## src/rtl/syn_fifo_prog_pkg.sv

```systemverilog
// Shared constants and helpers for the programmable synchronous FIFO.
// Holds the default widths and the depth helper, so that the FIFO and its
// users all size things the same way.
package syn_fifo_prog_pkg;

  localparam int unsigned DEF_DATA_WIDTH = 8;
  localparam int unsigned DEF_ADDR_WIDTH = 3;

  function automatic int unsigned fifo_depth(input int unsigned addr_width);
    return 32'd1 << addr_width;
  endfunction

endpackage

```

## src/rtl/ram_dp_ar_aw.sv

```systemverilog
// Dual-port RAM: one synchronous write port and one asynchronous read port.
// Ports:
//   i_clk             write clock
//   i_we              write enable
//   i_waddr, i_wdata  write address and data
//   i_raddr           read address
//   o_rdata           read data (combinational from i_raddr)
// The array has no reset, so its contents survive a controller reset.
module ram_dp_ar_aw #(
  parameter int unsigned DATA_WIDTH = 8,
  parameter int unsigned ADDR_WIDTH = 3
) (
  input  logic                  i_clk,
  input  logic                  i_we,
  input  logic [ADDR_WIDTH-1:0] i_waddr,
  input  logic [DATA_WIDTH-1:0] i_wdata,
  input  logic [ADDR_WIDTH-1:0] i_raddr,
  output logic [DATA_WIDTH-1:0] o_rdata
);

  logic [DATA_WIDTH-1:0] mem [2**ADDR_WIDTH];

  always_ff @(posedge i_clk) begin
    if (i_we) begin
      mem[i_waddr] <= i_wdata;
    end
  end

  assign o_rdata = mem[i_raddr];

endmodule

```

## src/rtl/syn_fifo_prog.sv

```systemverilog
// Synchronous FIFO with a chip-select plus enable handshake, programmable
// almost-full/almost-empty thresholds, an occupancy count, a standard or
// first-word-fall-through read port, and sticky overflow/underflow flags.
// Ports:
//   i_clk, i_rst_n                clock, synchronous active-low reset
//   i_wr_cs, i_wr_en, i_data_in   write request and data
//   i_rd_cs, i_rd_en, o_data_out  read request and data
//   i_af_thresh, i_ae_thresh      almost-full / almost-empty thresholds
//   i_clr_err                     clears the sticky error flags
//   o_count                       occupancy, 0..DEPTH
//   o_empty, o_full               occupancy decodes
//   o_almost_empty, o_almost_full threshold decodes
//   o_overflow, o_underflow       sticky rejected-request flags
module syn_fifo_prog
  import syn_fifo_prog_pkg::*;
#(
  parameter int unsigned DATA_WIDTH = DEF_DATA_WIDTH,
  parameter int unsigned ADDR_WIDTH = DEF_ADDR_WIDTH,
  parameter bit          FWFT       = 1'b0
) (
  input  logic                  i_clk,
  input  logic                  i_rst_n,
  input  logic                  i_wr_cs,
  input  logic                  i_wr_en,
  input  logic [DATA_WIDTH-1:0] i_data_in,
  input  logic                  i_rd_cs,
  input  logic                  i_rd_en,
  output logic [DATA_WIDTH-1:0] o_data_out,
  input  logic [ADDR_WIDTH:0]   i_af_thresh,
  input  logic [ADDR_WIDTH:0]   i_ae_thresh,
  input  logic                  i_clr_err,
  output logic [ADDR_WIDTH:0]   o_count,
  output logic                  o_empty,
  output logic                  o_full,
  output logic                  o_almost_empty,
  output logic                  o_almost_full,
  output logic                  o_overflow,
  output logic                  o_underflow
);

  typedef logic [ADDR_WIDTH:0] count_t;

  localparam count_t DEPTH = count_t'(fifo_depth(ADDR_WIDTH));

  logic [ADDR_WIDTH-1:0] wr_ptr;
  logic [ADDR_WIDTH-1:0] rd_ptr;
  count_t                count;
  logic                  overflow;
  logic                  underflow;
  logic [DATA_WIDTH-1:0] rd_data;

  logic wr_req;
  logic rd_req;
  logic wr_acc;
  logic rd_acc;

  assign wr_req = i_wr_cs & i_wr_en;
  assign rd_req = i_rd_cs & i_rd_en;
  assign rd_acc = rd_req & ~o_empty;
  // A full FIFO still takes a write when a read frees a slot in the same cycle.
  assign wr_acc = wr_req & (~o_full | rd_acc);

  // Gating with reset drops an in-flight write without touching stored words.
  ram_dp_ar_aw #(
    .DATA_WIDTH (DATA_WIDTH),
    .ADDR_WIDTH (ADDR_WIDTH)
  ) u_ram (
    .i_clk   (i_clk),
    .i_we    (wr_acc & i_rst_n),
    .i_waddr (wr_ptr),
    .i_wdata (i_data_in),
    .i_raddr (rd_ptr),
    .o_rdata (rd_data)
  );

  always_ff @(posedge i_clk) begin
    if (!i_rst_n) begin
      wr_ptr    <= '0;
      rd_ptr    <= '0;
      count     <= '0;
      overflow  <= 1'b0;
      underflow <= 1'b0;
    end else begin
      if (wr_acc) wr_ptr <= wr_ptr + 1'b1;
      if (rd_acc) rd_ptr <= rd_ptr + 1'b1;
      if (wr_acc && !rd_acc)      count <= count + count_t'(1);
      else if (rd_acc && !wr_acc) count <= count - count_t'(1);
      // A new error in the same cycle as a clear wins.
      overflow  <= (wr_req & ~wr_acc) | (overflow  & ~i_clr_err);
      underflow <= (rd_req & ~rd_acc) | (underflow & ~i_clr_err);
    end
  end

  generate
    if (FWFT) begin : g_fwft
      assign o_data_out = o_empty ? '0 : rd_data;
    end else begin : g_std
      logic [DATA_WIDTH-1:0] data_q;
      always_ff @(posedge i_clk) begin
        if (!i_rst_n) begin
          data_q <= '0;
        end else if (rd_acc) begin
          data_q <= rd_data;
        end
      end
      assign o_data_out = data_q;
    end
  endgenerate

  assign o_count        = count;
  assign o_empty        = (count == '0);
  assign o_full         = (count == DEPTH);
  assign o_almost_empty = (count <= i_ae_thresh);
  assign o_almost_full  = (count >= i_af_thresh);
  assign o_overflow     = overflow;
  assign o_underflow    = underflow;

endmodule

```

## config.mk

```make
export PLATFORM = sky130hd
export DESIGN_NAME = syn_fifo_prog
export DESIGN_NICKNAME = d
export VERILOG_FILES = /design/src/rtl/syn_fifo_prog_pkg.sv /design/src/rtl/ram_dp_ar_aw.sv /design/src/rtl/syn_fifo_prog.sv
export SDC_FILE = /design/constraint.sdc
export NUM_CORES = 1
export LEC_CHECK = 0
export BUFFER_PORTS_ARGS = -buffer_cell sky130_fd_sc_hd__buf_2
export CAP_MARGIN = 25
export CORE_ASPECT_RATIO = 1.2
export CORE_UTILIZATION = 48
export DETAILED_ROUTE_END_ITERATION = 12
export PLACE_DENSITY = 0.68
export SETUP_SLACK_MARGIN = 0.02
export SLEW_MARGIN = 10
export SYNTH_ARGS = -nofsm -noshare
export SYNTH_HDL_FRONTEND = slang
export SYNTH_SLANG_ARGS = --single-unit
export TNS_END_PERCENT = 30
```

## constraint.sdc

```tcl
create_clock -name i_clk -period 3.7 [get_ports i_clk]
set_clock_uncertainty 0.05 [all_clocks]
set_input_delay 0.74 -clock i_clk [delete_from_list [all_inputs] [get_ports i_clk]]
set_output_delay 0.74 -clock i_clk [all_outputs]
set_load 0.02 [all_outputs]
```

## Word level (Yosys, flattened, before mapping)

Memories as Yosys holds them, arrays and structs flattened. A register that Yosys moved wholly into a read port is not among the register bits.
Cells that the tools add are included.

| storage, ports and cells | value |
|---|---|
| flip-flop bits (word level) | 12 |
| memory bits (writable) | 64 |
| input port bits | 23 |
| logic and storage cells | 41 |
| memories kept | 1 |

| cells by class | value |
|---|---|
| add/sub/neg operators | 4 |
| magnitude comparators | 2 |
| equality and inequality tests | 1 |
| muxes and demuxes | 4 |
| bitwise gates (word level) | 17 |
| reductions and logical operators | 7 |

Memories:

| memory | depth | bits a word | read ports | clocked after Yosys merged registers in | wr ports | line | source |
|---|---|---|---|---|---|---|---|
| u_ram.mem | 8 | 8 | 1 | 1 | 1 | ram_dp_ar_aw.sv:21 | `logic [DATA_WIDTH-1:0] mem [2**ADDR_WIDTH];` |

Operators with widths:

| kind | count |
|---|---|
| bitwise AND 1 bit | 9 |
| 2-to-1 mux 4 bit | 2 |
| adder 3 x 1 -> 3 bit (second input constant) | 2 |
| inverter 1 bit | 5 |
| adder 4 x 1 -> 4 bit (second input constant) | 1 |
| equality test 4 bit (second input constant) | 1 |
| >= comparator 4 bit | 1 |
| <= comparator 4 bit | 1 |
| zero test 4 bit | 1 |
| subtractor 4 x 1 -> 4 bit (second input constant) | 1 |
| zero test 1 bit | 3 |
| bitwise OR 1 bit | 3 |
| logical AND 1 bit | 2 |
| 2-to-1 mux 1 bit | 2 |
| nonzero test 2 bit | 1 |

## Longest topological paths before layout

| logic depth | value |
|---|---|
| depth after elaboration | 9 |
| mapped depth | 12 |
| mapped depth without buffers | 11 |

## Hierarchy

A second synthesis with hierarchy kept.

| unflattened totals | value |
|---|---|
| cell total of the unflattened synthesis | 234 |
| area total of the unflattened synthesis | 3662.3 um^2 |

Modules (own cells, without submodules):

| module | times used | cells an instance | area an instance (um^2) | seq. area each (um^2) |
|---|---|---|---|---|
| ram_dp_ar_aw | 1 | 106 | 2531.2 | 1921.8 |
| syn_fifo_prog | 1 | 128 | 1131.1 | 400.4 |

## Least setup slack after synthesis

Ideal clock, no wire load.

| timing path | value |
|---|---|
| path kind | input to output |
| start | in i_ae_thresh[1] |
| end | out o_almost_empty |
| data arrival time | 1.956 ns |
| path slack | 0.954 ns |
| stages on the path | 6 |
| path buffers | 0 |
| path through | inv_1 -> ha_1 -> nor2b_1 -> o21a_1 -> o21a_1 -> o21ai_0 |

| between the ends | value |
|---|---|
| longest elaborated chain between the ends | 1 |

Ends and longest elaborated chain:

| what | line | source |
|---|---|---|
| start: declaration | syn_fifo_prog.sv:30 | `input logic [ADDR_WIDTH:0] i_ae_thresh,` |
| <= comparator 4 bit | syn_fifo_prog.sv:113 | `assign o_almost_empty = (count <= i_ae_thresh);` |
| end: declaration | syn_fifo_prog.sv:35 | `output logic o_almost_empty,` |

No other way between the ends.

## Worst setup path after layout

| timing path | value |
|---|---|
| start | reg count[0], in the netlist o_count[0] |
| end | out o_almost_full |

| between the ends | value |
|---|---|
| longest elaborated chain between the ends | 1 |

Ends and longest elaborated chain:

| what | line | source |
|---|---|---|
| start: declaration | syn_fifo_prog.sv:47 | `count_t count;` |
| start signal: assignment | syn_fifo_prog.sv:86 | `if (wr_acc && !rd_acc) count <= count + count_t'(1);` |
| start signal: assignment | syn_fifo_prog.sv:87 | `else if (rd_acc && !wr_acc) count <= count - count_t'(1);` |
| >= comparator 4 bit | syn_fifo_prog.sv:114 | `assign o_almost_full = (count >= i_af_thresh);` |
| end: declaration | syn_fifo_prog.sv:36 | `output logic o_almost_full,` |

No other way between the ends.

==> impl_metrics.env <==
export IMPL_outcome="finished clean"
export IMPL_ys_flop_type="edfxtp_1"
export IMPL_fin_crit_sh_pct=76.0
export IMPL_fill_cells=551
export IMPL_synthArstFlopShare_pct=0
export IMPL_yosys_warnings=0
export IMPL_ant_nets=0
export IMPL_die_y_um=95.9
export IMPL_cts_resized_gates=0
export IMPL_cp_start_kind="flip-flop"
export IMPL_diodes=0
export IMPL_cts_tree="done"
export IMPL_peakVddDrop_v=0.000342
export IMPL_synth_edf_count=64
export IMPL_ys_ff_latch=84
export IMPL_grt_max_degree=27
export IMPL_cp_arrival_ps=2020
export IMPL_grt_antenna_before_repair=0
export IMPL_power_density_mw_per_mm2=607
export IMPL_ios=41
export IMPL_crit_required_ps=2910
export IMPL_end_kind="output pin"
export IMPL_hold_violations=0
export IMPL_synth_nets=265
export IMPL_path_max_fanout=7
export IMPL_insertion_delay_ps=350
export IMPL_path_clk_slew_ps=90
export IMPL_synth_top_cells_by_count="edfxtp_1, dfxtp_1, mux4_2"
export IMPL_ys_top_cells_by_area="edfxtp_1, dfxtp_1, mux4_2, ha_1, o22ai_1"
export IMPL_htreeDepth=3
export IMPL_grt_ovfl_total=0
export IMPL_synthCells=228
export IMPL_drt_iter0_markers=124
export IMPL_wl_um=6320
export IMPL_die_w_um=80.3
export IMPL_hold_path_class="reg2reg"
export IMPL_avgSynthCellArea_um2=15.5
export IMPL_wl_met1_um=2870
export IMPL_hpwlAfterDp_um=3960
export IMPL_cts_buffer_depth=2
export IMPL_nets=317
export IMPL_root_buffer="clkbuf_8"
export IMPL_ctsHoldBuffers=0
export IMPL_fmax_mhz=356
export IMPL_tns_ps=0
export IMPL_slew_viol_final=0
export IMPL_synth_top_cell_area_share_pct=54.4
export IMPL_gp_congestion=0.690
export IMPL_dr_total_vias=1999
export IMPL_coreArea_mm2=0.00698
export IMPL_placementRows=33
export IMPL_maxCapViolCount=0
export IMPL_cts_setup_buffers=0
export IMPL_seq_area_frac_synth_pct=65.8
export IMPL_io_buffers=40
export IMPL_synth_area_mm2=0.00353
export IMPL_grt_setup_unrepaired="no"
export IMPL_grt_pass1_wl_um=9350
export IMPL_drive_above_1_share_pct=31.2
export IMPL_cts_sinks=84
export IMPL_die_area_mm2=0.00770
export IMPL_synth_top_cell_by_area="edfxtp_1"
export IMPL_drc=0
export IMPL_dr_pass1_iters=4
export IMPL_grt_total_usage_pct=17.9
export IMPL_wl_met3_um=272
export IMPL_leakage_nw=1.52
export IMPL_utilization_pct=57.9
export IMPL_cts_buffers=9
export IMPL_relSlewSlack_pct=43.8
export IMPL_wl_met2_um=3090
export IMPL_critPathKind="reg2out"
export IMPL_start_util_pct=50.6
export IMPL_grt_pass1_vias=1844
export IMPL_via_per_inst=5.37
export IMPL_wire_per_inst_um=17.0
export IMPL_yosysMostFrequentCell="edfxtp_1"
export IMPL_ys_types=37
export IMPL_setup_viol=0
export IMPL_period_minus_slack_ps=2810
export IMPL_syn2layout_area_growth_pct=14.5
export IMPL_top_layer_used="met4"
export IMPL_tightest_slew_ps=841
==> cell usage in the layout, fill, tap and decap left out, drive strengths merged, types with 2 or more instances in the layout <==
cell type / n
nor2: 11
o22ai: 10
nor4: 3
clkbuf: 9
xnor2: 3
mux4: 16
xor2: 2
inv: 15
nor2b: 3
nand2b: 4
o21ai: 11
edfxtp: 64
ha: 13
a21o: 3
nand2: 11
nand3: 5
mux2i: 4
nor3: 4
clkinv: 4
and2: 8
buf: 50
dfxtp: 20
o21a: 2
==> critical path, stage by stage (launching register included) <==
cell      delay [ps]
dfxtp_1          510
inv_1            110
ha_1             280
nand2b_1         140
a21o_1           170
a21o_1           170
a21o_1           160
buf_2            150
==> layout make-up <==
type	count	area (um^2)	share of cell area, %
Sequential cell	84	2320	57.5
Inverter	13	50.0	1.24
Clock buffer	9	124	3.07
Clock inverter	7	58.8	1.46
Timing Repair Buffer	50	275	6.81
Tap cell	87	109	2.69
Multi-Input combinational cell	122	1100	27.3
==> stage by stage <==
step / instance area [um^2] / setup WS, ps / std cells / power, mW / hold WS [ps]
floorplan: 3530 / 954 / 228 / 1.70 / 447
global placement: 3860 / 1030 / 356 / 1.87 / 437
detailed placement: 3860 / 964 / 356 / 1.88 / 443
CTS: 4040 / 844 / 372 / 2.48 / 470
global route: 4040 / 760 / 372 / 2.59 / 505
finish: 4040 / 889 / 372 / 2.45 / 462
==> power breakdown <==
| group | internal [mW] | total (mW) | switching [mW] |
|---|---|---|---|
| sequential | 1.08 | 1.17 | 0.0906 |
| combinational | 0.320 | 0.681 | 0.361 |
| clock | 0.254 | 0.604 | 0.350 |
==> sequential cells by signal, summed over array words and instances, names as in the netlist <==
name and cells:
o_overflow 1, o_underflow 1, wr_ptr 3, rd_ptr 3, o_count 4, u_ram.mem 64
o_data_out 8
==> layer usage <==
layer  up-vias  track usage [%]
met2        60             28.0
met3         7             4.36
li1        976                -
met5         -                0
met4         0             8.63
met1       956             23.4
==> path summary, 6_finish.rpt <==
check	start	to	slack [ps]	depth (start not counted)
max	o_count[0]	o_almost_full	890	7
max reg2reg	o_count[0]	o_count[3]	970	12
min reg2reg	o_data_out[5]	o_data_out[5]	460	2
min	o_data_out[5]	o_data_out[5]	460	2
==> cell families after synthesis <==
logic type                 count (synthesis)  synth area share [%]
AOI/OAI and AO/OA                         30                  5.14
xor gates and xnor gates                   5                  1.24
adders and majority gates                 14                  5.18
buffers and inverters                     22                  2.98
DFF                                       84                  65.8
muxes                                     20                  11.3
and+or+nand+nor                           53                  8.33
Power figures use the tool's default switching activity.
